--- config.mk ---
export PLATFORM = sky130hd
export DESIGN_NAME = intctrl_arb_riscv
export DESIGN_NICKNAME = d
export VERILOG_FILES = /design/src/rtl/intctrl_arb_riscv.sv
export SDC_FILE = /design/constraint.sdc
export NUM_CORES = 1
export LEC_CHECK = 0
export CORE_MARGIN = 2
export CORE_UTILIZATION = 35
export DETAILED_ROUTE_END_ITERATION = 16
export GPL_TIMING_DRIVEN = 1
export PLACE_DENSITY = 0.77
export SYNTH_ARGS = -nofsm -noshare
export SYNTH_HDL_FRONTEND = slang
export SYNTH_SLANG_ARGS = --single-unit
export TNS_END_PERCENT = 100
--- constraint.sdc ---
create_clock -name clk_i -period 2.3 [get_ports clk_i]
set_input_delay 0.23 -clock clk_i [delete_from_list [all_inputs] [get_ports clk_i]]
set_output_delay 0.23 -clock clk_i [all_outputs]
set_load 0.1 [all_outputs]
--- src/rtl/intctrl_arb_riscv.sv ---
// N-source interrupt controller: per-source edge/level latching, mie masking,
// fixed-priority or round-robin arbitration, and a GRANT/WAIT/DONE handshake with the core.

module intctrl_arb_riscv_src #(
   parameter bit EDGE = 1'b0
) (
   input  logic clk_i,
   input  logic rst_ni,
   input  logic sreq,
   input  logic clr,
   output logic pend
);
   logic sreq_q, edge_q;

   // A new edge wins over a clear on the same cycle so back-to-back pulses are never lost.
   always_ff @(posedge clk_i or negedge rst_ni) begin
      if (!rst_ni) begin
         sreq_q <= 1'b0;
         edge_q <= 1'b0;
      end else begin
         sreq_q <= sreq;
         edge_q <= (sreq & ~sreq_q) | (edge_q & ~clr);
      end
   end

   assign pend = EDGE ? edge_q : sreq;
endmodule

module intctrl_arb_riscv #(
   parameter int               N_SRC       = 16,
   parameter logic [N_SRC-1:0] EDGE_MASK   = '0,
   parameter bit               RR_MODE     = 1'b0,
   parameter int               SYNC_STAGES = 2,
   parameter int               CAUSE_BASE  = 16
) (
   input  logic             clk_i,
   input  logic             rst_ni,
   input  logic [N_SRC-1:0] int_req_i,
   input  logic [N_SRC-1:0] mie_i,
   input  logic             int_fin_i,
   output logic             int_o,
   output logic [31:0]      mcause_o,
   output logic [N_SRC-1:0] int_fin_o,
   output logic             busy_o,
   output logic [N_SRC-1:0] pending_o
);
   localparam int IDW = (N_SRC > 1) ? $clog2(N_SRC) : 1;

   typedef enum logic [1:0] {S_IDLE, S_GRANT, S_WAIT, S_DONE} state_t;

   state_t           state, state_n;
   logic [N_SRC-1:0] sreq, pend, eligible;
   logic [IDW-1:0]   id_q, last_grant, win;
   logic [4:0]       cause_lo;
   int               rr_idx;

   generate
      if (SYNC_STAGES == 0) begin : g_nosync
         assign sreq = int_req_i;
      end else begin : g_sync
         logic [SYNC_STAGES-1:0][N_SRC-1:0] sync_q;
         always_ff @(posedge clk_i or negedge rst_ni) begin
            if (!rst_ni) begin
               sync_q <= '0;
            end else begin
               sync_q[0] <= int_req_i;
               for (int s = 1; s < SYNC_STAGES; s++) sync_q[s] <= sync_q[s-1];
            end
         end
         assign sreq = sync_q[SYNC_STAGES-1];
      end

      for (genvar i = 0; i < N_SRC; i++) begin : g_src
         intctrl_arb_riscv_src #(.EDGE(EDGE_MASK[i])) u_src (
            .clk_i  (clk_i),
            .rst_ni (rst_ni),
            .sreq   (sreq[i]),
            .clr    (int_fin_o[i]),
            .pend   (pend[i])
         );
      end
   endgenerate

   // Level sources follow the raw synchronised line, so force the visible vector low in reset.
   assign pending_o = rst_ni ? pend : '0;
   assign eligible  = pend & mie_i;

   always_comb begin
      win    = '0;
      rr_idx = 0;
      if (RR_MODE) begin
         for (int k = N_SRC; k >= 1; k--) begin
            rr_idx = (int'(last_grant) + k) % N_SRC;
            if (eligible[rr_idx]) win = IDW'(rr_idx);
         end
      end else begin
         for (int i = N_SRC - 1; i >= 0; i--) begin
            if (eligible[i]) win = IDW'(i);
         end
      end
   end

   assign cause_lo = 5'(CAUSE_BASE) + 5'(win);

   always_ff @(posedge clk_i or negedge rst_ni) begin
      if (!rst_ni) begin
         state      <= S_IDLE;
         id_q       <= '0;
         mcause_o   <= '0;
         last_grant <= IDW'(N_SRC - 1);
      end else begin
         state <= state_n;
         if (state == S_IDLE && |eligible) begin
            id_q     <= win;
            mcause_o <= {1'b1, 26'b0, cause_lo};
         end
         if (state == S_DONE) last_grant <= id_q;
      end
   end

   always_comb begin
      state_n   = state;
      int_o     = 1'b0;
      int_fin_o = '0;
      busy_o    = 1'b1;
      case (state)
         S_IDLE: begin
            busy_o = 1'b0;
            if (|eligible) state_n = S_GRANT;
         end
         S_GRANT: begin
            int_o   = 1'b1;
            state_n = int_fin_i ? S_DONE : S_WAIT;
         end
         S_WAIT: begin
            if (int_fin_i) state_n = S_DONE;
         end
         S_DONE: begin
            int_fin_o = N_SRC'(1) << id_q;
            state_n   = S_IDLE;
         end
         default: state_n = S_IDLE;
      endcase
   end
endmodule

==> impl_metrics.yaml, run 1 <==
outcome:
  status: "complete, no violations"
synthesis:
  ys_types: 32
  synthMuxAreaShare: 0.0106
  ys_ff_latch: 39
  yosys_warnings: 0
  seq_area_frac_synth: 0.488
  synth_ff_type: "dfrtp_1"
  synthesis.area_per_instance_sq_um: 10.8
  synth_enable_flop_cells: 0
  async_flop_share: 1.00
  synth_simple_gate_area_share: 0.170
  synth-compound-area-share: 0.127
  synth_top_family_by_area: "buffers and inverters"
  synthXorXnorAreaFrac: 0
  synth_cells: 185
  synthAdderAreaFrac: 0.0313
  netlist_area_sq_mm: 0.00200
global_route:
  grt_pass1_wl_mm: 6.54
  grt_usage: 0.132
  grt_pass1_vias: 1402
  antenna_found_initial: 0
  grt.overflow.total: 0
  grt_max_degree: 56
critical_path:
  path_buf_inv: 1
  path_class: "flop to output pin"
  crit_chain: "ha_1, or3b_2, nor3_2, buf_12"
  crit_path_top_delay_cell: "or3b_2"
  crit_cells: 4
  start_kind: "flop"
  slowest_delay_ps: 520
  reg2reg_depth: 6
  end_kind: "output pin"
  critPathTopFamily: "simple AND/OR/NAND/NOR gates"
  worstPathMaxFanout: 5
  worstPathArrival_ps: 1880
  cp.required_ps: 2070
drt:
  post_drt_wl_per_cell_um: 12.8
  firstDrtPassIters: 4
  vias_per_cell: 4.44
  vias: 1431
  drc: 0
  wirelength_mm: 4.13
  detail-route-antenna-nets: 0
  dr.first_iter.drc_count: 36
placement:
  place_area_sq_mm: 0.00280
  io_buffers: 74
  dp_hpwl_mm: 3.28
  gp_congestion: 0.763
floorplan:
  fp-row-count: 27
  ios: 101
  die-width_um: 79.6
  fp.dieArea_sq_mm: 0.00633
  start_util: 0.363
  die_h_um: 79.6
  coreArea_sq_mm: 0.00551
clocking:
  numCtsBuffers: 5
  path_clk_slew_ps: 80
  clockBufferDepth: 2
  cts_root_buf: "clkbuf_8"
  cts_tree: "yes"
  cts.sinks: 39
  clock_latency_ps: 280
  htree_levels: 2
timing:
  final_min_period_over_clock_period: 0.916
  maxSlewViolCount: 0
  hold_slack_ps: 348
  setup_viol: 0
  finalHoldViolations: 0
  finalSetupTns_ps: 0
  rsz0062_at_grt: "false"
  finClkSkew_ps: 4.81
  fin_crit_ps: 2110
  fmax_ghz: 0.474
layout:
  final_common_cell: "dfrtp_1"
  fillers: 480
  n_antenna_cell: 0
  final_cell_mix: "dfrtp_1, clkdlybuf4s50_1, conb_1, buf_12, nand2_1"
  areaGrowthSynthToFinish_pct: 45.2
  fin_nets: 289
  fin_area_sq_mm: 0.00290
  regArea_sq_um: 976
  multiInputGateArea_sq_um: 781
  final_util: 0.527
  drive_gt1_frac: 0.248
power:
  worst_ir_drop_vdd_mv: 0.656
  powerDensity_mw_per_mm2: 987
  total_power_uw: 2870
  p_leak_uw: 0.00128
hold_path:
  hold_class: "flop to flop"
  hold_depth: 0
job:
  drv_cap: 0
-- state kept, by name, indices dropped and copies added, names as in the netlist --
signal and cells:
state 2, id_q 3, sreq 16, mcause_o 2, g_sync.sync_q 16
-- per-stage QoR --
stage          setup WS (ps)  std cells
3_5_place_dp             322        313
5_1_grt                 59.3        322
3_3_place_gp             405        313
4_1_cts                  116        322
2_1_floorplan            227        210
6_report                 192        322
-- report_power, final --
group | internal, uW | switching [uW] | total [uW]
Sequential | 765 | 106 | 871
Combinational | 403 | 1140 | 1550
Clock | 211 | 238 | 449
Total | 1380 | 1490 | 2870
-- worst register-to-register path, stage by stage (launching register included) --
cell and delay (ps):
dfrtp_1 420, inv_1 160, ha_1 260, inv_1 110, o32ai_4 330, mux2i_1 260, o31a_1 160
-- metal layers --
layer / global-route usage / vias to the layer above / wire [um]
met2: 0.217 / 72 / 2030
met4: 0.0431 / 0 / 32
met3: 0.0509 / 4 / 381
met5: 0 / - / 0
li1: - / 684 / -
met1: 0.157 / 671 / 1690
-- cell usage after synthesis, types with 2 or more instances --
cell       n  area, sq um
and2_1    16          100
a21oi_1    3         15.0
nand3_1    3         15.0
nand2b_1   5         31.3
inv_1      4         15.0
nor3_1     4         20.0
dfrtp_1   39          976
nand2_1   19         71.3
a31oi_1    4         25.0
o31ai_1    2         15.0
ha_1       5         62.6
buf_4     43          323
a22oi_1    2         15.0
nor2_1    12         45.0
a32o_1     2         20.0
a22oi_2    5         62.6
nand3b_1   2         15.0
-- area by class of cell --
| type | count | share of cell area |
|---|---|---|
| well taps | 72 | 0.0310 |
| multi-input cells | 123 | 0.269 |
| flip-flops and latches | 39 | 0.336 |
| clock inverters | 3 | 0.00689 |
| clock buffers | 5 | 0.0237 |
| inverters | 4 | 0.00517 |
| repair buffers | 76 | 0.328 |
-- repair_timing --
action                     CTS  global route
hold endpoints to repair    39             0
buffers inserted             0             0
hold buffers                 1             0
setup endpoints to repair    0             1
resized for setup            0             1
-- path summary, 6_finish.rpt --
path | from | end | slack [ps]
max | state[1]$_DFFE_PN0P_ | int_fin_o[0] | 190
min | g_sync.sync_q[2]$_DFF_PN0_ | sreq[2]$_DFF_PN0_ | 350
max reg2reg | state[0]$_DFFE_PN0P_ | state[0]$_DFFE_PN0P_ | 530
min reg2reg | g_sync.sync_q[2]$_DFF_PN0_ | sreq[2]$_DFF_PN0_ | 350
max in group asynchronous | rst_ni | sreq[12]$_DFF_PN0_ | 1660
min in group asynchronous | rst_ni | g_sync.sync_q[4]$_DFF_PN0_ | 440
-- cell families after synthesis --
group,count (synthesis)
and+or+nand+nor,64
buffers and inverters,48
DFF,39
AOI/OAI and AO/OA,26
adders and majority gates,5
muxes,2
other,1
No activity file was read; power rests on OpenSTA's default activity.
==> inputs of run 2 (changes only) <==
--- a/config.mk
+++ b/config.mk
@@ -9,7 +9,9 @@
 export CORE_UTILIZATION = 35
 export DETAILED_ROUTE_END_ITERATION = 16
 export GPL_TIMING_DRIVEN = 1
+export MAX_ROUTING_LAYER = met4
 export PLACE_DENSITY = 0.77
+export REMOVE_ABC_BUFFERS = 1
 export SYNTH_ARGS = -nofsm -noshare
 export SYNTH_HDL_FRONTEND = slang
 export SYNTH_SLANG_ARGS = --single-unit
==> run 2 against run 1 <==
Effect of this change: setup slack worse by 18 ps; hold slack better by 2.3 ps; count of clock-buffer cells in the layout stayed put; critical path depth stayed put; first-iteration DRC count is 17% lower; combinational power hardly changed; non-clock buffer count is 1 higher; cell count is 0.31% higher; power is 0.39% higher; design area hardly changed.
==> impl_metrics.yaml, run 2 (synthesis results as in run 1) <==
outcome:
  status: "complete, no violations"
drt:
  dr.first_iter.drc_count: 30
  vias_per_cell: 4.45
  post_drt_wl_per_cell_um: 12.8
  firstDrtPassIters: 4
  wirelength_mm: 4.12
  vias: 1437
  detail-route-antenna-nets: 0
  drc: 0
layout:
  areaGrowthSynthToFinish_pct: 45.2
  fin_nets: 290
  drive_gt1_frac: 0.251
  final_cell_mix: "dfrtp_1, clkdlybuf4s50_1, conb_1, buf_12"
  final_util: 0.527
  n_antenna_cell: 0
  final_common_cell: "dfrtp_1"
  fillers: 517
  multiInputGateArea_sq_um: 781
  regArea_sq_um: 976
clocking:
  path_clk_slew_ps: 70
  cts.sinks: 39
  cts_tree: "yes"
  numCtsBuffers: 5
  clock_latency_ps: 300
  htree_levels: 2
  clockBufferDepth: 2
  cts_root_buf: "clkbuf_8"
  cts_setup_buffers: 0
placement:
  dp_hpwl_mm: 3.36
  dp_slack_ps: 349
  io_buffers: 74
  gp_congestion: 0.789
critical_path:
  reg2reg_depth: 5
  rr_endpoint: "state[1]$_DFFE_PN0P_"
  end_kind: "output pin"
  r2r_setup_slack_ps: 560
  slowest_delay_ps: 510
  worstPathArrival_ps: 1900
  r2r_start: "state[0]$_DFFE_PN0P_"
  cp.required_ps: 2070
  crit_path_top_delay_cell: "or3b_2"
  start_kind: "flop"
  worstPathMaxFanout: 5
  crit_chain: "ha_1, or3b_2, nor2_1, buf_12"
  path_class: "flop to output pin"
hold_path:
  hold_class: "flop to flop"
  hold_start: "g_sync.sync_q[6]$_DFF_PN0_"
  min_to: "sreq[6]$_DFF_PN0_"
  hold_depth: 0
global_route:
  grt_pass1_wl_mm: 6.35
  grt_pass1_vias: 1402
  antenna_found_initial: 0
  grt.overflow.total: 0
  grt_usage: 0.135
  grt_max_degree: 40
timing:
  fin_crit_ps: 2130
  worst_slew_pin_slew_ps: 639
  finalHoldViolations: 0
  fmax_ghz: 0.470
  rsz0062_at_grt: "false"
  layout_setup_ws_ps: 174
  finalSetupTns_ps: 0
  finClkSkew_ps: 5.75
  slew_headroom: 0.574
  hold_slack_ps: 350
  final_min_period_over_clock_period: 0.924
  maxSlewViolCount: 0
  setup_viol: 0
power:
  powerDensity_mw_per_mm2: 992
  total_power_uw: 2880
  p_leak_uw: 0.00128
  worst_ir_drop_vdd_mv: 0.741
job:
  drv_cap: 0
floorplan:
  coreArea_sq_mm: 0.00551
  ios: 101
  die-width_um: 79.6
  start_util: 0.363
  fp-row-count: 27
  fp.dieArea_sq_mm: 0.00633
  die_h_um: 79.6
==> run 2: cell types whose count changed in the layout (fill, tap and decap cells not counted) <==
cell,delta
buf_4,+2
buf_12,-1
clkinv_2,-1
inv_6,+1
==> run 2: where the power goes <==
part | internal [uW] | total (uW) | switching, uW | leakage [uW]
sequential | 765 | 866 | 101 | 0.000455
combinational | 401 | 1540 | 1140 | 0.000780
clock | 216 | 471 | 255 | 0.0000408
total | 1380 | 2880 | 1500 | 0.00128
==> run 2: per-layer routing <==
metal	wire length (um)	vias up	track usage	share of wire
met2	2040	74	0.219	0.49
met5	0	-	-	0
li1	-	681	-	-
met4	105	0	0.0603	0.025
met3	352	12	0.0419	0.085
met1	1620	670	0.153	0.39
==> run 2: repair_timing <==
action / CTS / global route
hold endpoints to repair: 21 / 0
hold buffers: 1 / 0
endpoints found under the setup margin: 0 / 1
gates resized for setup: 0 / 1
==> run 2: worst max path at each step <==
stage | startpoint | to
floorplan | id_q[0]$_DFFE_PN0P_ | int_fin_o[0]
global placement | mie_i[10] | state[1]$_DFFE_PN0P_
detailed placement | mie_i[10] | state[1]$_DFFE_PN0P_
CTS | state[1]$_DFFE_PN0P_ | int_fin_o[0]
global route | state[1]$_DFFE_PN0P_ | int_fin_o[0]
finish | state[1]$_DFFE_PN0P_ | int_fin_o[12]
==> run 2: final cells by class <==
cell class | count | area share
clock buffer | 5 | 0.0237
clock inverter | 3 | 0.00819
inverter | 4 | 0.00517
multi-input combinational | 123 | 0.269
sequential | 39 | 0.336
tap | 72 | 0.0310
timing repair buffer | 77 | 0.327
==> run 2: critical path, delay by kind of cell (launching register included) <==
kind | cells | cell delay, ps
adders and majority gates | 1 | 220
and+or+nand+nor | 2 | 750
buffers and inverters | 1 | 210
DFF | 1 | 420
==> run 2: metrics by stage <==
step	instances	area, sq um
global placement	314	2800
floorplan	166	1770
finish	323	2900
detailed placement	314	2800
CTS	323	2900
global route	323	2900
==> inputs of run 3 (changes only) <==
--- a/config.mk
+++ b/config.mk
@@ -10,7 +10,7 @@
 export DETAILED_ROUTE_END_ITERATION = 16
 export GPL_TIMING_DRIVEN = 1
 export MAX_ROUTING_LAYER = met4
-export PLACE_DENSITY = 0.77
+export PLACE_DENSITY = 0.69
 export REMOVE_ABC_BUFFERS = 1
 export SYNTH_ARGS = -nofsm -noshare
 export SYNTH_HDL_FRONTEND = slang
==> run 3 against run 2 <==
Effect of this change: hold slack worse by 1.4 ps; clock power up 37%; setup slack worse by 48 ps; sequential share of layout area up 2.0 points; first-iteration DRC count down 27%; via count down 3.4%; non-clock buffer count down 1; combinational power down 3%; count of clock-buffer cells in the layout up 1.
==> impl_metrics.yaml, run 3 (synthesis results as in run 1) <==
outcome:
  status: "complete, no violations"
drt:
  drc: 0
  vias: 1388
  wirelength_mm: 3.76
  dr.first_iter.drc_count: 22
  vias_per_cell: 4.31
  post_drt_wl_per_cell_um: 11.7
  detail-route-antenna-nets: 0
  firstDrtPassIters: 4
layout:
  fin_area_sq_mm: 0.00274
  n_antenna_cell: 0
  fillers: 536
  multiInputGateArea_sq_um: 776
  final_common_cell: "dfrtp_1"
  areaGrowthSynthToFinish_pct: 37.2
  fin_nets: 289
  drive_gt1_frac: 0.240
  regArea_sq_um: 976
  final_cells: 322
  final_cell_mix: "dfrtp_1, clkdlybuf4s50_1, buf_4, conb_1, nand2_1"
clocking:
  numCtsBuffers: 5
  clock_latency_ps: 280
  cts_root_buf: "clkbuf_8"
  clockBufferDepth: 2
  path_clk_slew_ps: 70
  cts.sinks: 39
  cts_tree: "yes"
  htree_levels: 2
  cts_resized: 0
  cts_setup_buffers: 0
power:
  p_leak_uw: 0.00124
  worst_ir_drop_vdd_mv: 0.537
  p_seq_frac: 0.289
  switching_share: 0.478
  power.internal_uw: 1560
  combPwrFrac: 0.496
  p_clk_frac: 0.215
  powerDensity_mw_per_mm2: 1090
  p_switching_uw: 1430
placement:
  dp_hpwl_mm: 3.11
  place_area_sq_mm: 0.00260
  dp.cells: 313
  io_buffers: 74
  gp_congestion: 0.817
timing:
  setup_viol: 0
  maxSlewViolCount: 0
  fin_crit_ps: 2170
  rsz0062_at_grt: "false"
  finalHoldViolations: 0
  finClkSkew_ps: 8.14
  final_min_period_over_clock_period: 0.945
  fmax_ghz: 0.460
job:
  drv_cap: 0
floorplan:
  fp-row-count: 27
  start_util: 0.363
  fp.dieArea_sq_mm: 0.00633
  coreArea_sq_mm: 0.00551
  die-width_um: 79.6
  die_h_um: 79.6
  ios: 101
global_route:
  grt_max_degree: 56
  grt_usage: 0.128
  antenna_found_initial: 0
  grt_pass1_vias: 1358
  grt_pass1_wl_mm: 6.03
  grt.overflow.total: 0
critical_path:
  worstPathMaxFanout: 5
  cp.required_ps: 2070
  worstPathArrival_ps: 1940
  path_class: "flop to output pin"
  start_kind: "flop"
  end_kind: "output pin"
hold_path:
  hold_class: "flop to flop"
run 3: cell types whose count changed in the layout (fill, tap and decap cells not counted), sizes merged:
cell	delta
inv	-1
clkbuf	+1
buf	-1
clkinvlp	-2
bufinv	+2
run 3: layer usage:
| metal | vias to the layer above | GRT usage | routed length, um |
|---|---|---|---|
| li1 | 686 | - | - |
| met1 | 637 | 0.145 | 1520 |
| met2 | 63 | 0.213 | 1890 |
| met3 | 2 | 0.0419 | 318 |
| met4 | 0 | 0.0414 | 23 |
| met5 | - | - | 0 |
run 3: per-stage QoR:
stage | setup slack [ps] | utilization | hold WS, ps | setup TNS, ps | power (uW)
3_3_place_gp | 401 | 0.472 | 221 | 0 | 2360
5_1_grt | 26.3 | 0.498 | 359 | 0 | 3130
4_1_cts | 119 | 0.498 | 351 | 0 | 3030
6_report | 126 | 0.498 | 349 | 0 | 3000
3_5_place_dp | 343 | 0.472 | 226 | 0 | 2370
2_1_floorplan | -1370 | - | -65.6 | -11120 | 2000
run 3: area by class of cell:
type,count,area share
sequential,39,0.356
multi-input combinational,123,0.283
timing repair buffer,76,0.275
tap,72,0.0328
clock buffer,6,0.0265
clock inverter,2,0.0219
inverter,4,0.00547
run 3: final timing paths:
| path | end | slack, ps | depth (start not counted) | start |
|---|---|---|---|---|
| setup reg to reg | state[1]$_DFFE_PN0P_ | 590 | 5 | state[0]$_DFFE_PN0P_ |
| min in group asynchronous | g_sync.sync_q[15]$_DFF_PN0_ | 440 | 3 | rst_ni |
| hold / removal | sreq[0]$_DFF_PN0_ | 350 | 0 | g_sync.sync_q[0]$_DFF_PN0_ |
| setup / recovery | int_fin_o[0] | 130 | 4 | state[1]$_DFFE_PN0P_ |
| max in group asynchronous | state[0]$_DFFE_PN0P_ | 1640 | 3 | rst_ni |
| hold reg to reg | sreq[0]$_DFF_PN0_ | 350 | 0 | g_sync.sync_q[0]$_DFF_PN0_ |
run 3: what timing repair did:
action / in CTS / in global routing
setup endpoints to repair: 0 / 0
hold buffers: 1 / 0
hold endpoints to repair: 39 / 0
run 3: critical path, cell delays in order (launching register included):
cell     delay (ps)
dfrtp_1         410
ha_1            220
or3b_2          510
nor3_1          310
buf_12          230
run 3: power groups by stage:
stage	Clock (uW)	Combinational (uW)	Sequential, uW
after floorplan	0	929	1070
after detailed placement	0	1490	879
after global placement	0	1490	873
final	644	1490	865
after global routing	688	1560	881
after CTS	664	1500	866
